File: config.mk
export PLATFORM = sky130hd
export DESIGN_NAME = cmos_capture_param
export DESIGN_NICKNAME = d
export VERILOG_FILES = /design/src/rtl/cmos_capture_param.sv
export SDC_FILE = /design/constraint.sdc
export NUM_CORES = 1
export LEC_CHECK = 0
export BUFFER_PORTS_ARGS = -buffer_cell sky130_fd_sc_hd__buf_2
export CAP_MARGIN = 20
export CORE_ASPECT_RATIO = 1.4
export CORE_MARGIN = 8
export CORE_UTILIZATION = 50
export CTS_BUF_LIST = sky130_fd_sc_hd__clkbuf_16
export CTS_CLUSTER_SIZE = 30
export DETAILED_ROUTE_END_ITERATION = 10
export PLACE_DENSITY = 0.79
export REMOVE_ABC_BUFFERS = 1
export SLEW_MARGIN = 15
export SYNTH_ARGS = -nofsm -noshare
export SYNTH_HDL_FRONTEND = slang
export SYNTH_SLANG_ARGS = --single-unit
File: constraint.sdc
create_clock -name cmos_pclk -period 3.7 [get_ports cmos_pclk]
set_input_delay 0.74 -clock cmos_pclk [delete_from_list [all_inputs] [get_ports cmos_pclk]]
set_output_delay 0.74 -clock cmos_pclk [all_outputs]
set_load 0.02 [all_outputs]
File: src/rtl/cmos_capture_param.sv
// rtl/cmos_capture_param.sv - DVP camera capture front-end with crop, frame decimation, line check and fps meter
module cmos_capture_param #(
    parameter int DIN_W         = 8,
    parameter int BYTES_PER_PIX = 2,
    parameter int CNT_W         = 12,
    parameter int WAIT_FRAMES   = 10,
    parameter int CLK_HZ        = 24_000_000,
    parameter int FPS_WIN_LOG2  = 1
) (
    input  logic                             cmos_pclk,
    input  logic                             rst_n,
    input  logic                             cmos_vsync,
    input  logic                             cmos_href,
    input  logic [DIN_W-1:0]                 cmos_din,
    input  logic                             capture_en,
    input  logic [CNT_W-1:0]                 crop_hstart,
    input  logic [CNT_W-1:0]                 crop_hstop,
    input  logic [CNT_W-1:0]                 crop_vstart,
    input  logic [CNT_W-1:0]                 crop_vstop,
    input  logic [3:0]                       decim,
    output logic [DIN_W*BYTES_PER_PIX-1:0]   pix_data,
    output logic                             pix_valid,
    output logic                             pix_sof,
    output logic                             pix_eol,
    output logic                             frame_done,
    output logic                             sync_ok,
    output logic                             line_err,
    output logic [7:0]                       fps_rate
);
    localparam int          PIX_W     = DIN_W * BYTES_PER_PIX;
    localparam logic [1:0]  BEAT_LAST = 2'(BYTES_PER_PIX - 1);
    localparam logic [31:0] WIN_LAST  = 32'((CLK_HZ << FPS_WIN_LOG2) - 1);

    typedef enum logic [1:0] {ST_SETTLE, ST_IDLE, ST_CAPT, ST_SKIP} state_t;

    state_t      state_q;
    logic [15:0] settle_q;
    logic [3:0]  skip_q;
    logic        sync_ok_q, frame_done_q;

    logic             vs_s1_q, vs_s1_d, href_s1_q, href_s1_d, vs_s2_q, vs_s2_d, href_s2_q, href_s2_d;
    logic [DIN_W-1:0] din_s1_q, din_s1_d;
    logic             vs_fall, vs_rise, href_fall, start_capt, in_window;

    logic [1:0]       beat_q, beat_d;
    logic [CNT_W-1:0] hcnt_q, hcnt_d, vcnt_q, vcnt_d;
    logic [PIX_W-1:0] shreg_q, shreg_d;
    logic [CNT_W-1:0] sh_hstart_q, sh_hstart_d, sh_hstop_q, sh_hstop_d;
    logic [CNT_W-1:0] sh_vstart_q, sh_vstart_d, sh_vstop_q, sh_vstop_d;
    logic [3:0]       sh_decim_q, sh_decim_d;
    logic             sof_pend_q, sof_pend_d;

    logic             p1_valid_q, p1_valid_d, p1_sof_q, p1_sof_d, p1_eolcol_q, p1_eolcol_d;
    logic [PIX_W-1:0] p1_data_q, p1_data_d;
    logic             pix_valid_q, pix_valid_d, pix_sof_q, pix_sof_d, pix_eol_q, pix_eol_d;
    logic [PIX_W-1:0] pix_data_q, pix_data_d;
    logic             line_err_q, line_err_d;

    logic [31:0]      win_q, win_d, fcnt_q, fcnt_d, fps_shift;
    logic [7:0]       fps_rate_q, fps_rate_d;

    assign vs_fall    = vs_s2_q & ~vs_s1_q;
    assign vs_rise    = ~vs_s2_q & vs_s1_q;
    assign href_fall  = href_s2_q & ~href_s1_q;
    assign start_capt = vs_fall & (state_q == ST_IDLE) & capture_en;

    // Pin sampling stage plus one delayed copy for edge detection
    always_comb begin
        vs_s1_d   = cmos_vsync;
        href_s1_d = cmos_href;
        din_s1_d  = cmos_din;
        vs_s2_d   = vs_s1_q;
        href_s2_d = href_s1_q;
    end

    // Window and decimation settings only change at frame start so a frame is never torn
    always_comb begin
        sh_hstart_d = sh_hstart_q;
        sh_hstop_d  = sh_hstop_q;
        sh_vstart_d = sh_vstart_q;
        sh_vstop_d  = sh_vstop_q;
        sh_decim_d  = sh_decim_q;
        if (vs_fall) begin
            sh_hstart_d = crop_hstart;
            sh_hstop_d  = crop_hstop;
            sh_vstart_d = crop_vstart;
            sh_vstop_d  = crop_vstop;
            sh_decim_d  = decim;
        end
    end

    // Beat assembly, column/row counting and the crop decision for each completed pixel
    always_comb begin
        beat_d      = beat_q;
        hcnt_d      = hcnt_q;
        vcnt_d      = vcnt_q;
        shreg_d     = shreg_q;
        sof_pend_d  = sof_pend_q | start_capt;
        p1_valid_d  = 1'b0;
        p1_sof_d    = 1'b0;
        p1_eolcol_d = 1'b0;
        p1_data_d   = p1_data_q;
        line_err_d  = href_fall & (beat_q != 2'd0);
        in_window   = (state_q == ST_CAPT)
                    && (hcnt_q >= sh_hstart_q) && (hcnt_q < sh_hstop_q)
                    && (vcnt_q >= sh_vstart_q) && (vcnt_q < sh_vstop_q);
        if (vs_fall) begin
            vcnt_d = '0;
        end else if (href_fall && vcnt_q != '1) begin
            vcnt_d = vcnt_q + CNT_W'(1);
        end
        if (href_s1_q) begin
            shreg_d = (shreg_q << DIN_W) | PIX_W'(din_s1_q);
            if (beat_q == BEAT_LAST) begin
                beat_d      = 2'd0;
                p1_valid_d  = in_window;
                p1_sof_d    = in_window & sof_pend_q;
                p1_eolcol_d = (hcnt_q == sh_hstop_q - CNT_W'(1));
                p1_data_d   = shreg_d;
                if (in_window) sof_pend_d = 1'b0;
                if (hcnt_q != '1) hcnt_d = hcnt_q + CNT_W'(1);
            end else begin
                beat_d = beat_q + 2'd1;
            end
        end else begin
            beat_d = 2'd0;
            hcnt_d = '0;
        end
    end

    // Output stage: a pixel is also end-of-line when the sample right after it shows href low
    always_comb begin
        pix_valid_d = p1_valid_q;
        pix_sof_d   = p1_valid_q & p1_sof_q;
        pix_eol_d   = p1_valid_q & (p1_eolcol_q | ~href_s1_q);
        pix_data_d  = p1_valid_q ? p1_data_q : pix_data_q;
    end

    // Frame-rate meter: vsync falls counted over a fixed window, rate latched at window end
    always_comb begin
        fps_shift  = fcnt_q >> FPS_WIN_LOG2;
        win_d      = win_q + 32'd1;
        fcnt_d     = fcnt_q + {31'd0, vs_fall};
        fps_rate_d = fps_rate_q;
        if (win_q == WIN_LAST) begin
            win_d      = '0;
            fcnt_d     = {31'd0, vs_fall};
            fps_rate_d = (fps_shift > 32'd255) ? 8'd255 : fps_shift[7:0];
        end
    end

    // Datapath registers
    always_ff @(posedge cmos_pclk or negedge rst_n) begin
        if (!rst_n) begin
            vs_s1_q <= 1'b0; href_s1_q <= 1'b0; din_s1_q <= '0; vs_s2_q <= 1'b0; href_s2_q <= 1'b0;
            beat_q <= 2'd0; hcnt_q <= '0; vcnt_q <= '0; shreg_q <= '0;
            sh_hstart_q <= '0; sh_hstop_q <= '0; sh_vstart_q <= '0; sh_vstop_q <= '0; sh_decim_q <= '0;
            sof_pend_q <= 1'b0;
            p1_valid_q <= 1'b0; p1_sof_q <= 1'b0; p1_eolcol_q <= 1'b0; p1_data_q <= '0;
            pix_valid_q <= 1'b0; pix_sof_q <= 1'b0; pix_eol_q <= 1'b0; pix_data_q <= '0;
            line_err_q <= 1'b0; win_q <= '0; fcnt_q <= '0; fps_rate_q <= '0;
        end else begin
            vs_s1_q <= vs_s1_d; href_s1_q <= href_s1_d; din_s1_q <= din_s1_d; vs_s2_q <= vs_s2_d; href_s2_q <= href_s2_d;
            beat_q <= beat_d; hcnt_q <= hcnt_d; vcnt_q <= vcnt_d; shreg_q <= shreg_d;
            sh_hstart_q <= sh_hstart_d; sh_hstop_q <= sh_hstop_d; sh_vstart_q <= sh_vstart_d;
            sh_vstop_q <= sh_vstop_d; sh_decim_q <= sh_decim_d;
            sof_pend_q <= sof_pend_d;
            p1_valid_q <= p1_valid_d; p1_sof_q <= p1_sof_d; p1_eolcol_q <= p1_eolcol_d; p1_data_q <= p1_data_d;
            pix_valid_q <= pix_valid_d; pix_sof_q <= pix_sof_d; pix_eol_q <= pix_eol_d; pix_data_q <= pix_data_d;
            line_err_q <= line_err_d; win_q <= win_d; fcnt_q <= fcnt_d; fps_rate_q <= fps_rate_d;
        end
    end

    // Frame sequencing: settle, wait for a frame start, capture, then skip decim frames
    always_ff @(posedge cmos_pclk or negedge rst_n) begin
        if (!rst_n) begin
            state_q      <= ST_SETTLE;
            settle_q     <= '0;
            skip_q       <= '0;
            sync_ok_q    <= 1'b0;
            frame_done_q <= 1'b0;
        end else begin
            frame_done_q <= 1'b0;
            case (state_q)
                ST_SETTLE: if (vs_fall) begin
                    if (settle_q + 16'd1 >= 16'(WAIT_FRAMES)) begin
                        state_q   <= ST_IDLE;
                        sync_ok_q <= 1'b1;
                    end else begin
                        settle_q <= settle_q + 16'd1;
                    end
                end
                ST_IDLE: if (start_capt) state_q <= ST_CAPT;
                ST_CAPT: if (vs_rise) begin
                    frame_done_q <= 1'b1;
                    skip_q       <= sh_decim_q;
                    state_q      <= (sh_decim_q != 4'd0) ? ST_SKIP : ST_IDLE;
                end
                ST_SKIP: if (vs_fall) begin
                    if (skip_q <= 4'd1) state_q <= ST_IDLE;
                    skip_q <= skip_q - 4'd1;
                end
                default: state_q <= ST_SETTLE;
            endcase
        end
    end

    assign pix_data   = pix_data_q;
    assign pix_valid  = pix_valid_q;
    assign pix_sof    = pix_sof_q;
    assign pix_eol    = pix_eol_q;
    assign frame_done = frame_done_q;
    assign sync_ok    = sync_ok_q;
    assign line_err   = line_err_q;
    assign fps_rate   = fps_rate_q;
endmodule

# Yosys cells after proc, flatten, opt, wreduce, memory -nomap -nowiden
# Index checks and enable logic that the tools add are counted.
[totals]
input_bits = 65
output_inout_bits = 30
wordCells = 127
register_bits = 234
[classes]
reduce_logical = 16
add_sub_neg = 8
eq_ne = 16
order_cmp = 7
n_mux = 32
bitwise = 16
[ops]
columns = ["op", "n"]
rows = [
  ["$mux W32", 2],
  ["$mux W12", 5],
  ["$add A32 B1 Y32", 1],
  ["$add A32 B1 Y32 const B", 1],
  ["$eq A32 B26 Y1 const B", 1],
  ["$gt A31 B8 Y1 const B", 1],
  ["$add A12 B1 Y12 const B", 2],
  ["$ge A12 B12 Y1", 2],
  ["$lt A12 B12 Y1", 2],
  ["$ne A12 B12 Y1 const B", 2],
  ["$mux W2", 9],
  ["$add A16 B1 Y16 const B", 1],
  ["$ge A16 B4 Y1 const B", 1],
  ["$or A16 B8 Y16", 1],
  ["$eq A12 B12 Y1", 1],
  ["$ne A2 B2 Y1 const B", 6],
  ["$sub A12 B1 Y12 const B", 1],
  ["$mux W1", 11],
  ["$and A1 B1 Y1", 9],
  ["$reduce_and A3 Y1", 3],
  ["$mux W4", 2],
  ["$mux W8", 1],
  ["$pmux W2 S4", 1],
  ["$pmux W4 S2", 1],
  ["other kinds (14)", 28],
]

# Longest topological paths before layout
[logic_depth]
depth_word = 8
ltp_mapped = 12
ltp_nobuf = 9

# Least setup slack after synthesis
# Ideal clock, no wire load.
[synth_path]
path_kind = "register -> register"
startpoint = "reg vs_s1_q"
endpoint = "reg fcnt_q[26]"
stages_incl_launch_ff = 13
path_slack_ns = 0.865
arrival_time_ns = 2.713
setup_time_ns = 0.121
path_buffers = 3
required_time_ns = 3.579
path_cell_list = "dfrtp_1 nor2b_1 clkbuf_1 buf_1 clkbuf_1 ha_1 ha_1 and4_1 nand3_1 nor2_1 nand4_1 xor2_1 nor2_1"
[synth_between]
elab_chain_cells = 4
[synth_lines]
columns = ["item", "line", "rtl"]
rows = [
  ["start, declared", "41", "logic vs_s1_q, vs_s1_d, href_s1_q, href_s1_d, vs_s2_q, vs_s2_d, href_s2_q, href_s2_d;"],
  ["start signal, assigned", "163", "vs_s1_q <= vs_s1_d; href_s1_q <= href_s1_d; din_s1_q <= din_s1_d; vs_s2_q <= vs_s2_d; href_s2_q <= href_s2_d;"],
  ["$not A1 Y1", "62", "assign vs_fall = vs_s2_q & ~vs_s1_q;"],
  ["$and A1 B1 Y1", "62", ""],
  ["net vs_fall", "43", "logic vs_fall, vs_rise, href_fall, start_capt, in_window;"],
  ["$add A32 B1 Y32", "143", "fcnt_d = fcnt_q + {31'd0, vs_fall};"],
  ["$mux W32", "145", "if (win_q == WIN_LAST) begin"],
  ["net fcnt_d[26]", "59", "logic [31:0] win_q, win_d, fcnt_q, fcnt_d, fps_shift;"],
  ["end signal, assigned", "170", "line_err_q <= line_err_d; win_q <= win_d; fcnt_q <= fcnt_d; fps_rate_q <= fps_rate_d;"],
  ["end, declared", "59", ""],
]
# The timed path passes the listed nets, and every way through them passes these cells.
# A chain may end at the register's enable or synchronous reset.

# Final worst setup path
[layout_path]
startpoint = "reg vs_s1_q"
endpoint = "reg settle_q[1]"
[layout_between]
elab_chain_cells = 3
[layout_lines]
columns = ["item", "line", "rtl"]
rows = [
  ["$not A1 Y1", "62", ""],
  ["$and A1 B1 Y1", "62", ""],
  ["$reduce_and A3 Y1 (no source line)", "-", ""],
  ["end signal, assigned", "190", "settle_q <= settle_q + 16'd1;"],
  ["end, declared", "37", "logic [15:0] settle_q;"],
]
# Every way passes these cells.

==> run metrics <==
fin nets between 1,000 and 1,500; Final period util ~74%; CP max FO around 120; Die Y ~200 um; GR peak layer met2; synthesized area ~11,000 um2; synthesized area per cell between 10 and 15 um2; vias in the first global route 8,384; total grt overflow 0; post-CTS sizing 0; Synth cell types 61; crit path DAT between 3 and 4 ns; YS warnings 0; status finished, final reports clean; hpwl dp 16,300 um; Slew @ Worst Pin roughly 1.1 ns; ratio of cells with drive above 1 in the final layout between 10% and 20%; clock sinks 234; total CTS buffers 24; hold buffers post-CTS 0; clock buffer depth 3; relative slew slack around 28%; First DRT Iteration DRCs between 300 and 400; total die area between 20,000 and 30,000 um2; Die Span X roughly 140 um; pre-CTS setup slack between 0.9 and 1 ns; clock root cell clkbuf_16; final setup vio count 0; Placer Congestion roughly 0.85; clk_lat worst skew approximately 0.52 ns; Core Area around 22,000 um2; synth-to-layout area growth 13.4%; Post-DRT Antenna Nets 0; RSZ-0062 raised after global routing no; Setup crit end kind flop; DR vias 8,114; CP Data Required Time 4.13 ns; final WL around 23,000 um; initial antenna violation count 0; Inserted Diodes 0; H-tree depth 1; Seq/Total Area, Yosys around 51%; CTS clk-pin slew, worst paths roughly 0.060 ns; global-route track usage on met2 between 20% and 30%; Ports between 90 and 100; GRT met3 Usage 2.65%; minimum clock period approximately 2.7 ns; Pleak 0.00627 uW; FP Rows 65; Post-CTS Setup Bufs 0; TritonRoute pass-1 iters 4; Final WS setup 0.958 ns; WL/cell between 15 and 20 um; maximum VDD drop between 0.0003 and 0.0004 V; gr usage total 17.0%; met1 capacity usage during global routing between 20% and 30%; Setup CP Type flop to flop; first-pass GRT wire length around 40,000 um; nature of the critical path startpoint flop; Initial Util between 50% and 60%; IO Port Bufs 94; clk_skew about 0.014 ns; Post-synth EDFFs 0; Power Dens Cells ~470 nW/um2; Cells after Synth 1,087; Slew Viols, Final 0; post-synthesis register bit count about 230; finished layout cell area between 10,000 and 15,000 um2; maxcap violations 0; final design utilization around 58%; # fillers between 1,500 and 2,000; CTS tree done; Synth Flop Type dfrtp_1; DRC Markers 0; ys async rst share 100%; Setup TNS 0 ns; pin count of the biggest net entering global routing 118; Via density around 5.4; placed instance area 12,200 um2; fmax ~360 MHz; Hold Vio Cnt, Final 0; HP Class input pin to asynchronous set/reset pin
critical path: stages, from the launching register on:
cell	delay, ns
dfrtp_1	0.43
nor2b_4	0.13
buf_4	0.78
nand2_1	0.27
nor3_2	0.75
mux2i_1	0.26
stage by stage:
stage	cells	hold WS (ns)	total power, uW
after global placement	1457	0.443	3840
after CTS	1498	0.195	6130
final	1498	0.162	6050
after global routing	1498	0.229	6380
after detailed placement	1457	0.436	3890
after floorplan	1054	0.396	3590
sequential cells by signal (all words and copies together) (netlist names), 12 cells and up:
register / count
pix_data: 16
win_q: 32
fcnt_q: 32
vcnt_q: 12
hcnt_q: 12
sh_hstop_q: 12
sh_vstop_q: 12
settle_q: 16
sh_hstart_q: 12
p1_data_q: 16
sh_vstart_q: 12
cells in the mapped netlist, drive strengths merged, types with 12 or more instances:
cell type,count,area share (%)
a21oi,21,0.92
a31oi,12,0.66
and2,16,0.88
and3,14,0.77
buf,12,0.55
clkbuf,21,0.69
dfrtp,234,51
ha,61,6.7
inv,63,2.1
mux2,47,4.7
nand2,93,3.1
nand3,43,1.9
nand4,24,1.4
nor2,105,3.5
nor2b,24,1.3
nor3,19,0.92
nor4,12,0.98
o21ai,68,3.0
xnor2,46,3.5
xor2,49,3.8
cell families (layout without fill, tap and decap cells):
logic type	Yosys count	count (layout)	synth area share, %
mux	55	55	5.35
flops	234	234	51.5
xor+xnor	95	95	7.31
simple gates	396	396	17.8
fa+ha+maj	61	61	6.71
compound gates	150	150	8.04
buf+inv	96	206	3.32
layer usage:
layer,routed length (um),share of wire [%]
met4,620,2.7
met2,11600,50
met3,911,3.9
met5,0,0
met1,10200,44
path summary, 6_finish.rpt:
path                                     from                   endpoint  slack (ns)  cells past startpoint
max                         vs_s1_q$_DFF_PN0_    settle_q[1]$_DFFE_PN0P_        0.96                      5
min reg2reg                p1_sof_q$_DFF_PN0_          pix_sof$_DFF_PN0_        0.45                      1
min                                     rst_n  sh_vstop_q[2]$_DFFE_PN0P_        0.16                      1
min in group cmos_pclk            cmos_din[1]      din_s1_q[1]$_DFF_PN0_        0.32                      1
max in group asynchronous               rst_n  sh_decim_q[0]$_DFFE_PN0P_        2.59                      2
max reg2reg                 vs_s1_q$_DFF_PN0_    settle_q[1]$_DFFE_PN0P_        0.96                      5
where the power goes:
part           switching [uW]  internal, uW
registers                 189          2790
clock network             969          1240
logic                     487           384
cell type report:
class	instances	area, um2	share of cell area [%]
timing repair buffer	102	566	4.38
inverter	63	236	1.83
multi-input combinational	757	5170	40.0
clock buffer	24	601	4.65
tap	301	377	2.92
sequential	234	5860	45.4
clock inverter	17	105	0.814
placed cells by master, fill, tap and decap left out, types with 46 or more instances in the layout:
cell type	instances
o21ai_0	68
mux2_2	46
nor2_1	105
inv_1	69
ha_1	61
dfrtp_1	234
buf_2	93
xor2_1	49
nand2_1	93
xnor2_1	46
Power figures use the tool's default switching activity.
